<file path="src/rtl/tilemap_arbiter_pkg.sv">
// Shared types and default sizes for the tile-map RAM arbiter.
package tilemap_pkg;

  typedef enum logic [1:0] {REQ_VGA, REQ_COL, REQ_CPU} req_e;
  typedef enum logic {ST_IDLE, ST_CLEAR} state_e;

  localparam int DEF_ADDR_W = 11;
  localparam int DEF_DATA_W = 8;
  localparam int DEF_DEPTH  = 1200;

endpackage

</file>
<file path="src/rtl/tilemap_arbiter_rr_arb2.sv">
// Two-way round-robin picker between collision and CPU; pointer passes the winner on each grant.
module rr_arb2
  import tilemap_pkg::*;
(
  input  logic clk,
  input  logic rst_n,
  input  logic req_col,
  input  logic req_cpu,
  output logic gnt_col,
  output logic gnt_cpu
);

  req_e ptr;

  always_comb begin
    gnt_col = 1'b0;
    gnt_cpu = 1'b0;
    if (req_col && req_cpu) begin
      if (ptr == REQ_COL) gnt_col = 1'b1;
      else                gnt_cpu = 1'b1;
    end else begin
      gnt_col = req_col;
      gnt_cpu = req_cpu;
    end
  end

  always_ff @(posedge clk or negedge rst_n) begin
    if (!rst_n)       ptr <= REQ_COL;
    else if (gnt_col) ptr <= REQ_CPU;
    else if (gnt_cpu) ptr <= REQ_COL;
  end

endmodule

</file>
<file path="src/rtl/tilemap_arbiter.sv">
// Tile-map RAM arbiter: VGA priority with starvation guard, col/CPU round-robin, hardware clear.
// Build option TILEMAP_ARB_VBLANK_LOCK_EN: CPU writes only win arbitration while vblank is high.
module tilemap_arbiter
  import tilemap_pkg::*;
#(
  parameter int ADDR_W     = DEF_ADDR_W,
  parameter int DEPTH      = DEF_DEPTH,
  parameter int DATA_W     = DEF_DATA_W,
  parameter int CLEAR_VAL  = 0,
  parameter int STARVE_MAX = 8
) (
  input  logic              Clk,
  input  logic              Reset_n,
  input  logic              vga_req,
  input  logic [ADDR_W-1:0] vga_addr,
  output logic              vga_gnt,
  output logic              vga_rvalid,
  output logic [DATA_W-1:0] vga_rdata,
  input  logic              col_req,
  input  logic [ADDR_W-1:0] col_addr,
  output logic              col_gnt,
  output logic              col_rvalid,
  output logic [DATA_W-1:0] col_rdata,
  input  logic              cpu_read,
  input  logic              cpu_write,
  input  logic [ADDR_W-1:0] cpu_address,
  input  logic [DATA_W-1:0] cpu_writedata,
  output logic              cpu_waitrequest,
  output logic [DATA_W-1:0] cpu_readdata,
  output logic              cpu_readdatavalid,
  input  logic              init_clear,
  input  logic              vblank,
  output logic              busy,
  output logic [ADDR_W-1:0] ram_addr,
  output logic              ram_we,
  output logic [DATA_W-1:0] ram_wdata,
  input  logic [DATA_W-1:0] ram_rdata
);

  localparam int CNT_W = $clog2(STARVE_MAX + 1);
  localparam logic [CNT_W-1:0]  STARVE_LIM = CNT_W'(STARVE_MAX);
  localparam logic [ADDR_W-1:0] CLR_LAST   = ADDR_W'(DEPTH - 1);
  localparam logic [DATA_W-1:0] CLR_WORD   = DATA_W'(CLEAR_VAL);

  state_e            state, state_nxt;
  logic [ADDR_W-1:0] clr_cnt, clr_cnt_nxt;
  logic [CNT_W-1:0]  starve_cnt, starve_nxt;

  logic idle;
  logic cpu_req, cpu_elig, low_pend, vga_win;
  logic rr_col_req, rr_cpu_req, rr_col_gnt, rr_cpu_gnt;
  logic vga_vld_p1, col_vld_p1, cpu_vld_p1;
  req_e owner;
  logic owner_vld;

  assign idle    = (state == ST_IDLE);
  assign cpu_req = cpu_read | cpu_write;

  // A simultaneous read+write is a write, so the write gate decides eligibility.
`ifdef TILEMAP_ARB_VBLANK_LOCK_EN
  assign cpu_elig = cpu_write ? vblank : cpu_read;
`else
  logic unused_vblank;
  assign unused_vblank = vblank;
  assign cpu_elig      = cpu_req;
`endif

  assign low_pend = col_req | cpu_elig;
  assign vga_win  = idle & vga_req & (~low_pend | (starve_cnt < STARVE_LIM));

  assign rr_col_req = idle & ~vga_win & col_req;
  assign rr_cpu_req = idle & ~vga_win & cpu_elig;

  rr_arb2 u_rr (
    .clk     (Clk),
    .rst_n   (Reset_n),
    .req_col (rr_col_req),
    .req_cpu (rr_cpu_req),
    .gnt_col (rr_col_gnt),
    .gnt_cpu (rr_cpu_gnt)
  );

  assign vga_gnt         = vga_win;
  assign col_gnt         = rr_col_gnt;
  assign cpu_waitrequest = ~idle | (cpu_req & ~rr_cpu_gnt);

  always_comb begin
    owner     = REQ_VGA;
    owner_vld = 1'b1;
    if (vga_win)         owner = REQ_VGA;
    else if (rr_col_gnt) owner = REQ_COL;
    else if (rr_cpu_gnt) owner = REQ_CPU;
    else                 owner_vld = 1'b0;
  end

  always_comb begin
    state_nxt   = state;
    clr_cnt_nxt = clr_cnt;
    busy        = 1'b0;
    ram_addr    = '0;
    ram_we      = 1'b0;
    ram_wdata   = '0;
    case (state)
      ST_IDLE: begin
        if (init_clear) begin
          state_nxt   = ST_CLEAR;
          clr_cnt_nxt = '0;
        end
        if (owner_vld) begin
          case (owner)
            REQ_VGA: ram_addr = vga_addr;
            REQ_COL: ram_addr = col_addr;
            REQ_CPU: begin
              ram_addr  = cpu_address;
              ram_we    = cpu_write;
              ram_wdata = cpu_write ? cpu_writedata : '0;
            end
            default: ram_addr = '0;
          endcase
        end
      end
      ST_CLEAR: begin
        busy      = 1'b1;
        ram_addr  = clr_cnt;
        ram_we    = 1'b1;
        ram_wdata = CLR_WORD;
        if (clr_cnt == CLR_LAST) begin
          state_nxt   = ST_IDLE;
          clr_cnt_nxt = '0;
        end else begin
          clr_cnt_nxt = clr_cnt + 1'b1;
        end
      end
      default: state_nxt = ST_IDLE;
    endcase
  end

  always_ff @(posedge Clk or negedge Reset_n) begin
    if (!Reset_n) begin
      state   <= ST_IDLE;
      clr_cnt <= '0;
    end else begin
      state   <= state_nxt;
      clr_cnt <= clr_cnt_nxt;
    end
  end

  // Guard counts VGA wins only while someone else is actually waiting.
  always_comb begin
    starve_nxt = starve_cnt;
    if (rr_col_gnt || rr_cpu_gnt || !low_pend) starve_nxt = '0;
    else if (vga_win && (starve_cnt < STARVE_LIM)) starve_nxt = starve_cnt + 1'b1;
  end

  always_ff @(posedge Clk or negedge Reset_n) begin
    if (!Reset_n) starve_cnt <= '0;
    else          starve_cnt <= starve_nxt;
  end

  // ---- stage p1: return tags; RAM data arrives one cycle after the grant
  always_ff @(posedge Clk or negedge Reset_n) begin
    if (!Reset_n) begin
      vga_vld_p1 <= 1'b0;
      col_vld_p1 <= 1'b0;
      cpu_vld_p1 <= 1'b0;
    end else begin
      vga_vld_p1 <= vga_win;
      col_vld_p1 <= rr_col_gnt;
      cpu_vld_p1 <= rr_cpu_gnt & cpu_read & ~cpu_write;
    end
  end

  assign vga_rvalid        = vga_vld_p1;
  assign col_rvalid        = col_vld_p1;
  assign cpu_readdatavalid = cpu_vld_p1;
  assign vga_rdata         = vga_vld_p1 ? ram_rdata : '0;
  assign col_rdata         = col_vld_p1 ? ram_rdata : '0;
  assign cpu_readdata      = cpu_vld_p1 ? ram_rdata : '0;

endmodule

</file>
<file path="config.mk">
export PLATFORM = sky130hd
export DESIGN_NAME = tilemap_arbiter
export DESIGN_NICKNAME = d
export VERILOG_FILES = /design/src/rtl/tilemap_arbiter_pkg.sv /design/src/rtl/tilemap_arbiter_rr_arb2.sv /design/src/rtl/tilemap_arbiter.sv
export SDC_FILE = /design/constraint.sdc
export NUM_CORES = 1
export LEC_CHECK = 0
export BUFFER_PORTS_ARGS = -buffer_cell sky130_fd_sc_hd__buf_2
export CAP_MARGIN = 10
export CORE_MARGIN = 5
export CORE_UTILIZATION = 45
export DETAILED_ROUTE_END_ITERATION = 16
export GPL_TIMING_DRIVEN = 0
export PLACE_DENSITY = 0.85
export SLEW_MARGIN = 20
export SYNTH_ARGS = -nofsm -noshare
export SYNTH_HDL_FRONTEND = slang
export SYNTH_SLANG_ARGS = --single-unit
export TNS_END_PERCENT = 50
</file>
<file path="constraint.sdc">
create_clock -name Clk -period 4.15 [get_ports Clk]
set_clock_uncertainty 0.2 [all_clocks]
set_input_delay 0.6225 -clock Clk [delete_from_list [all_inputs] [get_ports Clk]]
set_output_delay 0.6225 -clock Clk [all_outputs]
set_load 0.02 [all_outputs]
</file>
==> key figures, run 1 <==
Clock tree
  • CTS Buf Count: 3
  • CTS tree: yes
  • Cts hold-fix bufs: 0
  • Post_cts resized: 0
  • H-Tree Depth: 1
  • Clk buf depth: 2
  • Clk slew on worst S/H paths: between 100 and 150 ps
  • Worst-Skew Late Latency: roughly 310 ps
  • Sink Count: 21
  • Root buffer cell: clkbuf_4
  • Buffer count from post-CTS setup fixing: 0

Cells and area
  • Layout area overhead: 37.7%
  • Fin nets: 363
  • Proportion of layout cells with a drive suffix above 1: around 40%
  • Final instance area: roughly 0.0022 mm^2
  • Multi-input gate area: 0.00102 mm^2
  • Commonest non-fill, non-tap cell in the layout: buf_2
  • Fillers: 300
  • Register area: about 530 um^2
  • Antenna Cells: 0
  • Most frequent cells in the layout: buf_2 (107), nand2_1 (28), and2_1 (24)

Floorplanning
  • Die width: ~70 um
  • Starting Density: 47.5%
  • Row cnt: 21
  • Die height: 70.0 um
  • Core region area: ~0.0034 mm^2
  • Die ar.: 0.00490 mm^2
  • Io pins: 108

Detailed routing
  • Top Metal Used: met4
  • Antenna viol nets, final: 0
  • DRC violation count after routing: 0
  • Wire per inst: between 10 and 15 um
  • Metal3 WL: just under 600 um
  • Met2 wire len: roughly 2.4 mm
  • 1st-iter DRT viols: a little over 80
  • DRT Pass-1 Iters: 5
  • DRT Wirelength: ~5.0 mm
  • Routed vias/inst: approximately 5.3
  • Vias: 1837
  • DRT met1 WL: 1.99 mm

STA
  • Final Critical Period: around 3000 ps
  • Endpoints failing setup: 0
  • Final Max Slew Viols: 0
  • Fmax: between 0.3 and 0.4 GHz
  • Hold Fails Final Rpt: 0
  • Worst Max-Slew Pin Slew: approximately 600 ps
  • Setup TNS: 0 ps
  • Unrepaired setup endpoints after global routing: false
  • Period utilization: 71.3%
  • Rel. slew slack: about three fifths

Global routing
  • Largest net degree at the start of global routing: 22
  • GR Util All Layers: 20.1%
  • Initial antenna violation count: 0
  • First-pass GRT wire length: a little over 8 mm
  • GRT overflow: 0
  • Vias in the first global route: ~1800

Synth
  • Mapped Cells: just under 200
  • Main combinational cell family by area after synthesis: simple AND/OR/NAND/NOR gates
  • Synth Register Bits: 21
  • Post-Synth Simple-Gate Area: 37.7%
  • Avg Cell Area, Syn: 8.36 um^2
  • Asr flop ratio synth: 100%
  • Mapped Nets: ~250
  • Synth cell types: 45
  • Mux contribution to synthesized area: 0%
  • Compound-gate portion of the synthesized area: 20.8%
  • Post-synthesis adder-cell area fraction: 1.54%
  • Sequential element share of the synthesized area: between 30% and 40%
  • Post-synth EDFFs: 0
  • Synth Area in XOR/XNOR: roughly 2.7%
  • Synth warn: 0
  • Main synth FF type: dfrtp_1
  • Cell area after synthesis: between 0.0015 and 0.002 mm^2

Placed design
  • DPL Wire Length: 3.98 mm
  • # port buffers: between 100 and 150
  • DP Area: roughly 0.0022 mm^2
  • RePlAce Congestion: between 0.8 and 0.9

Pwr
  • Worst VDD drop: between 0.0002 and 0.0003 V
  • P per Cell Area: around 300 mW/mm^2
  • Leakage: roughly 1.3 nW

Critical path
  • Critical path capture point type: output pin
  • Reg2Reg Depth: 5
  • Arrival @ worst endpoint: between 2000 and 2500 ps
  • Crit Path Category: reg2out
  • CP Launch Type: flop
  • R2R setup slack: between 2000 and 2500 ps
  • CP max FO: 10
  • Critical Path RT: ~3300 ps
  • Slowest cell on the critical path: clkbuf_1
  • Worst path cell trace: buf_4 > nor4_2 > clkbuf_1 > a222oi_1 > nand2_1 > buf_2
  • CP max stage delay: around 450 ps

Job
  • Max Cap Viol: 0

Min path
  • Hold WC Path Type: in2async

Run status
  • Status: finished, final reports clean
## cell usage after synthesis, drive strengths merged, types with 2 or more instances
cell    number  area share [%]
clkbuf       6             1.4
o21ai        7             2.2
and3b        2             1.1
nor2        13             3.0
a21o         5             2.3
dfrtp       20              31
nand2b       4             1.5
and3         8             3.1
nand3        5             1.5
a21oi        7             2.2
nor3         8             2.8
inv          4            0.93
nor2b        3             1.3
nor4         2             1.5
o32ai        2             1.1
nor3b        4             1.9
xor2         4             2.2
a22oi        6             2.8
and2        24             9.3
ha           2             1.5
buf          6             2.5
nand2       28             6.5
a222oi       8             4.9
nand4b       2             1.5
## report_power, final
| group | switching (mW) | leakage [nW] | internal (mW) |
|---|---|---|---|
| Combinational | 0.150 | 0.969 | 0.133 |
| Sequential | 0.0564 | 0.268 | 0.244 |
| Clock | 0.0664 | 0.0177 | 0.0360 |
## worst paths after layout
check,startpoint,end
max,state,ram_addr[1]
min,Reset_n,clr_cnt[9]
max reg2reg,clr_cnt[0],clr_cnt[10]
min reg2reg,u_rr.ptr[0],u_rr.ptr[0]
max in group asynchronous,Reset_n,u_rr.ptr[0]
min in group Clk,u_rr.ptr[0],u_rr.ptr[0]
## final cells by class
type / count / share of cell area (%)
plain buffers: 12 / 2.80
clock buffers: 3 / 1.01
clock inverters: 1 / 0.224
inverters: 4 / 0.673
multi-input cells: 157 / 45.6
flip-flops and latches: 21 / 23.6
well taps: 46 / 2.58
repair buffers: 105 / 23.5
## logic make-up (layout without fill, tap and decap cells)
| family | count (synthesis) | in the layout |
|---|---|---|
| compound gates | 41 | 41 |
| xor+xnor | 5 | 5 |
| fa+ha+maj | 2 | 2 |
| buf+inv | 16 | 125 |
| flops | 21 | 21 |
| simple gates | 109 | 109 |
## routing by layer
layer	track usage, %	vias up
li1	-	919
met1	23.4	809
met2	36.7	107
met3	4.45	2
met4	5.53	0
met5	0	-
## worst max-delay path: cells and delay by family (launching register included)
family                 cells  cell delay, ps
AO/OA/AOI/OAI              1             140
buffers and inverters      3             800
flip-flops                 1             400
AND/OR/NAND/NOR            2             480
## registers in the layout (all words and copies together) (netlist names)
| register | count |
|---|---|
| col_rvalid | 1 |
| cpu_readdatavalid | 1 |
| clr_cnt | 11 |
| state | 1 |
| u_rr.ptr | 2 |
| vga_rvalid | 1 |
| starve_cnt | 4 |
## stage by stage
stage / setup slack, ps / utilization, % / cells / power (mW) / hold WS (ps)
finish: 1190 / 65.3 / 349 / 0.686 / 44.1
global placement: 1240 / 64.5 / 345 / 0.582 / 293
CTS: 1190 / 65.3 / 349 / 0.685 / 58.9
floorplan: 1640 / - / 194 / 0.488 / 127
global route: 1070 / 65.3 / 349 / 0.734 / 84.1
detailed placement: 1210 / 64.5 / 345 / 0.586 / 298
(Power assumes the default switching activity.)
==> inputs of run 2 (changes only) <==
--- a/config.mk
+++ b/config.mk
@@ -8,10 +8,10 @@
 export BUFFER_PORTS_ARGS = -buffer_cell sky130_fd_sc_hd__buf_2
 export CAP_MARGIN = 10
 export CORE_MARGIN = 5
-export CORE_UTILIZATION = 45
+export CORE_UTILIZATION = 42
 export DETAILED_ROUTE_END_ITERATION = 16
 export GPL_TIMING_DRIVEN = 0
-export PLACE_DENSITY = 0.85
+export PLACE_DENSITY = 0.8
 export SLEW_MARGIN = 20
 export SYNTH_ARGS = -nofsm -noshare
 export SYNTH_HDL_FRONTEND = slang
==> constraint.sdc (replaced) <==
create_clock -name Clk -period 2.8 [get_ports Clk]
set_clock_uncertainty 0.2 [all_clocks]
set_input_delay 0.42 -clock Clk [delete_from_list [all_inputs] [get_ports Clk]]
set_output_delay 0.42 -clock Clk [all_outputs]
set_load 0.02 [all_outputs]
==> key figures, run 2 (synthesis gave the netlist of run 1 again) <==
Detailed routing
  • DRT Wirelength: just over 5 mm
  • 1st-iter DRT viols: between 100 and 150
  • Routed vias/inst: roughly 5.4
  • Wire per inst: ~15 um
  • Vias: between 1500 and 2000
  • Antenna viol nets, final: 0
  • DRC violation count after routing: 0
  • DRT Pass-1 Iters: 6

Floorplanning
  • Io pins: ~110
  • Die height: a little over 70 um
  • Core region area: 0.00369 mm^2
  • Die ar.: roughly 0.0052 mm^2
  • Die width: slightly above 70 um
  • Row cnt: 22
  • Starting Density: a little over two fifths

Global routing
  • Largest net degree at the start of global routing: 22
  • GR Util All Layers: between 10% and 20%
  • GRT overflow: 0
  • First-pass GRT wire length: about 8.1 mm
  • Vias in the first global route: between 1500 and 2000
  • Initial antenna violation count: 0

Placed design
  • DPL Wire Length: 3.96 mm
  • Placed insts: around 350
  • RePlAce Congestion: between 0.7 and 0.8
  • # port buffers: 105

Pwr
  • Worst VDD drop: approximately 0.00035 V
  • Leakage: roughly 1.3 nW
  • P per Cell Area: approximately 480 mW/mm^2

Critical path
  • Crit Path Category: reg2out
  • Critical path capture point type: output pin
  • CP Launch Type: flop
  • Arrival @ worst endpoint: approximately 1900 ps
  • Critical Path RT: 2180 ps
  • CP max FO: 10

Cells and area
  • Most frequent cells in the layout: buf_2 (107), nand2_1 (28), and2_1 (24)
  • Commonest non-fill, non-tap cell in the layout: buf_2
  • Post-route insts no fill: between 300 and 400
  • Antenna Cells: 0
  • Largest regs: clr_cnt (11), starve_cnt (4), u_rr.ptr (2)
  • Max reg flops: 11
  • Top reg by flops: clr_cnt
  • Layout area overhead: 39.7%
  • Fin nets: around 360
  • Proportion of layout cells with a drive suffix above 1: 40.5%

STA
  • Hold Fails Final Rpt: 0
  • Final Max Slew Viols: 0
  • Fmax: 0.393 GHz
  • Rel. slew slack: 61.0%
  • Final Critical Period: 2540 ps
  • Period utilization: around nine tenths
  • Unrepaired setup endpoints after global routing: false
  • Setup TNS: 0 ps
  • Endpoints failing setup: 0
  • Worst Max-Slew Pin Slew: 580 ps

Clock tree
  • CTS Buf Count: 3
  • Buffer count from post-CTS setup fixing: 0
  • Worst-Skew Late Latency: roughly 270 ps
  • Clk buf depth: 2
  • H-Tree Depth: 1
  • Clk slew on worst S/H paths: approximately 80 ps
  • Root buffer cell: clkbuf_8
  • Sink Count: 21
  • CTS tree: yes

Run status
  • Status: finished, final reports clean

Min path
  • Hold WC Path Type: in2reg

Job
  • Max Cap Viol: 0
==> run 2: cell count changes in the layout (fill, tap and decap cells not counted), sizes merged <==
cell / change
dlygate4sd3: +1
==> run 2: through the flow <==
step	utilization (%)	cell area [um^2]	hold WS [ps]	setup WS (ps)	power [mW]
2_1_floorplan	-	1620	-75.6	635	0.723
4_1_cts	61.4	2260	280	79.0	1.08
3_5_place_dp	59.8	2210	202	248	0.878
6_report	61.4	2260	271	256	1.08
5_1_grt	61.4	2260	290	82.4	1.15
3_3_place_gp	59.8	2210	198	260	0.866
==> run 2: layer usage <==
metal | vias to the layer above | GRT usage (%) | routed length (um)
li1 | 922 | - | -
met1 | 874 | 22.5 | 2010
met2 | 93 | 35.5 | 2530
met3 | 7 | 4.29 | 535
met4 | 0 | 6.68 | 74
met5 | - | 0 | 0
==> run 2: final timing paths <==
| path | cells past startpoint | slack [ps] | endpoint | from |
|---|---|---|---|---|
| max in group asynchronous | 2 | 1570 | u_rr.ptr[0] | Reset_n |
| worst min register to register | 2 | 310 | u_rr.ptr[0] | u_rr.ptr[0] |
| worst min-delay path | 2 | 270 | cpu_readdatavalid | cpu_read |
| min in group asynchronous | 2 | 470 | clr_cnt[9] | Reset_n |
| worst max-delay path | 6 | 260 | ram_addr[1] | starve_cnt[3] |
| worst max register to register | 5 | 830 | clr_cnt[10] | clr_cnt[0] |
==> run 2: timing repair <==
action / in CTS / in global routing
endpoints found under the hold margin: 20 / 0
endpoints found under the setup margin: 0 / 8
hold buffers: 1 / 0
gates resized for setup: 0 / 2
==> run 2: layout make-up <==
class                   count  area (um^2)
clock inverters             1         5.00
fillers                   319         1420
flip-flops and latches     21          527
plain buffers              12         63.8
clock buffers               3         41.3
well taps                  48         60.1
inverters                   4         15.0
repair buffers            106          536
multi-input cells         157         1020
==> run 2: critical path, cell delays in order, from the launching register on <==
cell      delay [ps]
dfrtp_1          430
nor2b_2          320
nor4_2           110
clkbuf_2         220
a222oi_1         320
nand2_1          100
buf_2            170
==> run 2: where the power goes <==
part	switching (mW)	internal (mW)	leakage (nW)
Combinational	0.229	0.198	0.976
Sequential	0.0870	0.361	0.268
Clock	0.107	0.0994	0.0255
==> inputs of run 3 (changes only) <==
--- a/config.mk
+++ b/config.mk
@@ -11,7 +11,7 @@
 export CORE_UTILIZATION = 42
 export DETAILED_ROUTE_END_ITERATION = 16
 export GPL_TIMING_DRIVEN = 0
-export PLACE_DENSITY = 0.8
+export PLACE_DENSITY = 0.92
 export SLEW_MARGIN = 20
 export SYNTH_ARGS = -nofsm -noshare
 export SYNTH_HDL_FRONTEND = slang
==> key figures, run 3 (synthesis gave the netlist of run 1 again) <==
Run status
  • Status: finished, final reports clean

Detailed routing
  • Top Metal Used: met4
  • Metal3 WL: between 600 and 700 um
  • DRC violation count after routing: 0
  • Met2 wire len: 2.50 mm
  • Wire per inst: 14.3 um
  • 1st-iter DRT viols: around 100
  • DRT Wirelength: ~5 mm
  • DRT met1 WL: between 1.5 and 2 mm
  • Vias: about 1900
  • Antenna viol nets, final: 0
  • Routed vias/inst: roughly 5.4
  • DRT Pass-1 Iters: 4

Cells and area
  • Commonest non-fill, non-tap cell in the layout: buf_2
  • Largest regs: clr_cnt (11), starve_cnt (4), u_rr.ptr (2)
  • Fin nets: 364
  • Most frequent cells in the layout: buf_2 (107), nand2_1 (28), and2_1 (24)
  • Top reg by flops: clr_cnt
  • Register area: between 500 and 600 um^2
  • Fillers: approximately 300
  • Final Core Density: 61.4%
  • Antenna Cells: 0
  • Max reg flops: 11
  • Proportion of layout cells with a drive suffix above 1: around two fifths
  • Layout area overhead: 39.7%
  • Multi-input gate area: a little over 0.001 mm^2
  • Final instance area: 0.00226 mm^2

Critical path
  • Worst path buffer plus inverter count: 3
  • CP max FO: 10
  • Worst path depth: 6
  • Reg2Reg Depth: 5
  • Worst path cell trace: buf_4 > nor4_2 > clkbuf_2 > a22oi_1 > nand2_1 > buf_2
  • Slowest cell on the critical path: nor4_2
  • CP Launch Type: flop
  • Critical Path RT: between 2000 and 2500 ps
  • Top delay family on crit path: buffers and inverters
  • CP max stage delay: approximately 400 ps
  • Arrival @ worst endpoint: between 1500 and 2000 ps
  • Critical path capture point type: output pin
  • Crit Path Category: reg2out

Clock tree
  • Buffer count from post-CTS setup fixing: 0
  • H-Tree Depth: 1
  • CTS tree: yes
  • Sink Count: 21
  • Clk slew on worst S/H paths: roughly 80 ps
  • Worst-Skew Late Latency: ~270 ps
  • CTS Buf Count: 3
  • Root buffer cell: clkbuf_8
  • Clk buf depth: 2

Placed design
  • DP Area: between 0.002 and 0.0025 mm^2
  • # port buffers: 105
  • DPL Wire Length: 4.01 mm
  • Worst slack, placed: between 200 and 250 ps
  • RePlAce Congestion: approximately 0.83

STA
  • Final Max Slew Viols: 0
  • Setup TNS: 0 ps
  • Final Critical Period: 2510 ps
  • Rel. slew slack: 59.9%
  • Worst Max-Slew Pin Slew: ~600 ps
  • Final worst setup slack: 286 ps
  • Unrepaired setup endpoints after global routing: false
  • Endpoints failing setup: 0
  • Hold Fails Final Rpt: 0
  • Period utilization: between 80% and 90%
  • Final hold slack: 261 ps
  • Fmax: a little under 0.4 GHz

Global routing
  • Vias in the first global route: ~1900
  • First-pass GRT wire length: 8.39 mm
  • Initial antenna violation count: 0
  • GRT overflow: 0
  • GR Util All Layers: between 15 and 20%
  • Largest net degree at the start of global routing: 22

Min path
  • Worst Hold Depth: 2
  • Hold WC Path Type: in2reg

Floorplanning
  • Starting Density: a little over two fifths
  • Die ar.: roughly 0.0052 mm^2
  • Io pins: roughly 110
  • Core region area: approximately 0.0037 mm^2
  • Row cnt: 22
  • Die width: roughly 72 um
  • Die height: 72.1 um

Pwr
  • Leakage: 1.27 nW
  • P per Cell Area: 474 mW/mm^2
  • Worst VDD drop: roughly 0.00042 V

Job
  • Max Cap Viol: 0
## run 3: power breakdown
group | internal, mW | total [mW] | leakage (nW) | switching, mW
clock | 0.0993 | 0.204 | 0.0255 | 0.105
sequential | 0.361 | 0.446 | 0.268 | 0.0846
combinational | 0.198 | 0.424 | 0.976 | 0.226
total | 0.659 | 1.07 | 1.27 | 0.415
## run 3: area by class of cell
cell class / instances / area share, %
well taps: 48 / 2.65
inverters: 4 / 0.663
repair buffers: 106 / 23.6
plain buffers: 12 / 2.82
multi-input cells: 157 / 44.9
clock inverters: 1 / 0.221
flip-flops and latches: 21 / 23.3
clock buffers: 3 / 1.82
## run 3: stage by stage
stage          instances  power (mW)
2_1_floorplan        194       0.723
3_3_place_gp         347       0.859
3_5_place_dp         347       0.873
4_1_cts              352        1.07
5_1_grt              352        1.15
6_report             352        1.07
## run 3: final timing paths
path                                  start           endpoint  slack (ps)
worst min register to register  u_rr.ptr[0]        u_rr.ptr[0]         330
min in group asynchronous           Reset_n         clr_cnt[6]         430
worst min-delay path               cpu_read  cpu_readdatavalid         260
max in group asynchronous           Reset_n        u_rr.ptr[0]        1620
worst max register to register   clr_cnt[0]        clr_cnt[10]         820
worst max-delay path                  state        ram_addr[6]         290
## run 3: timing repair
action                                  4_1_cts  5_1_grt
gates resized for setup                       0        2
hold endpoints to repair                     20        0
endpoints found under the setup margin        0        5
hold buffers                                  1        0
## run 3: per-layer routing
metal,track usage (%),vias up
met1,23.7,859
li1,-,920
met3,3.19,7
met4,5.64,0
met2,36.1,113
met5,0,-
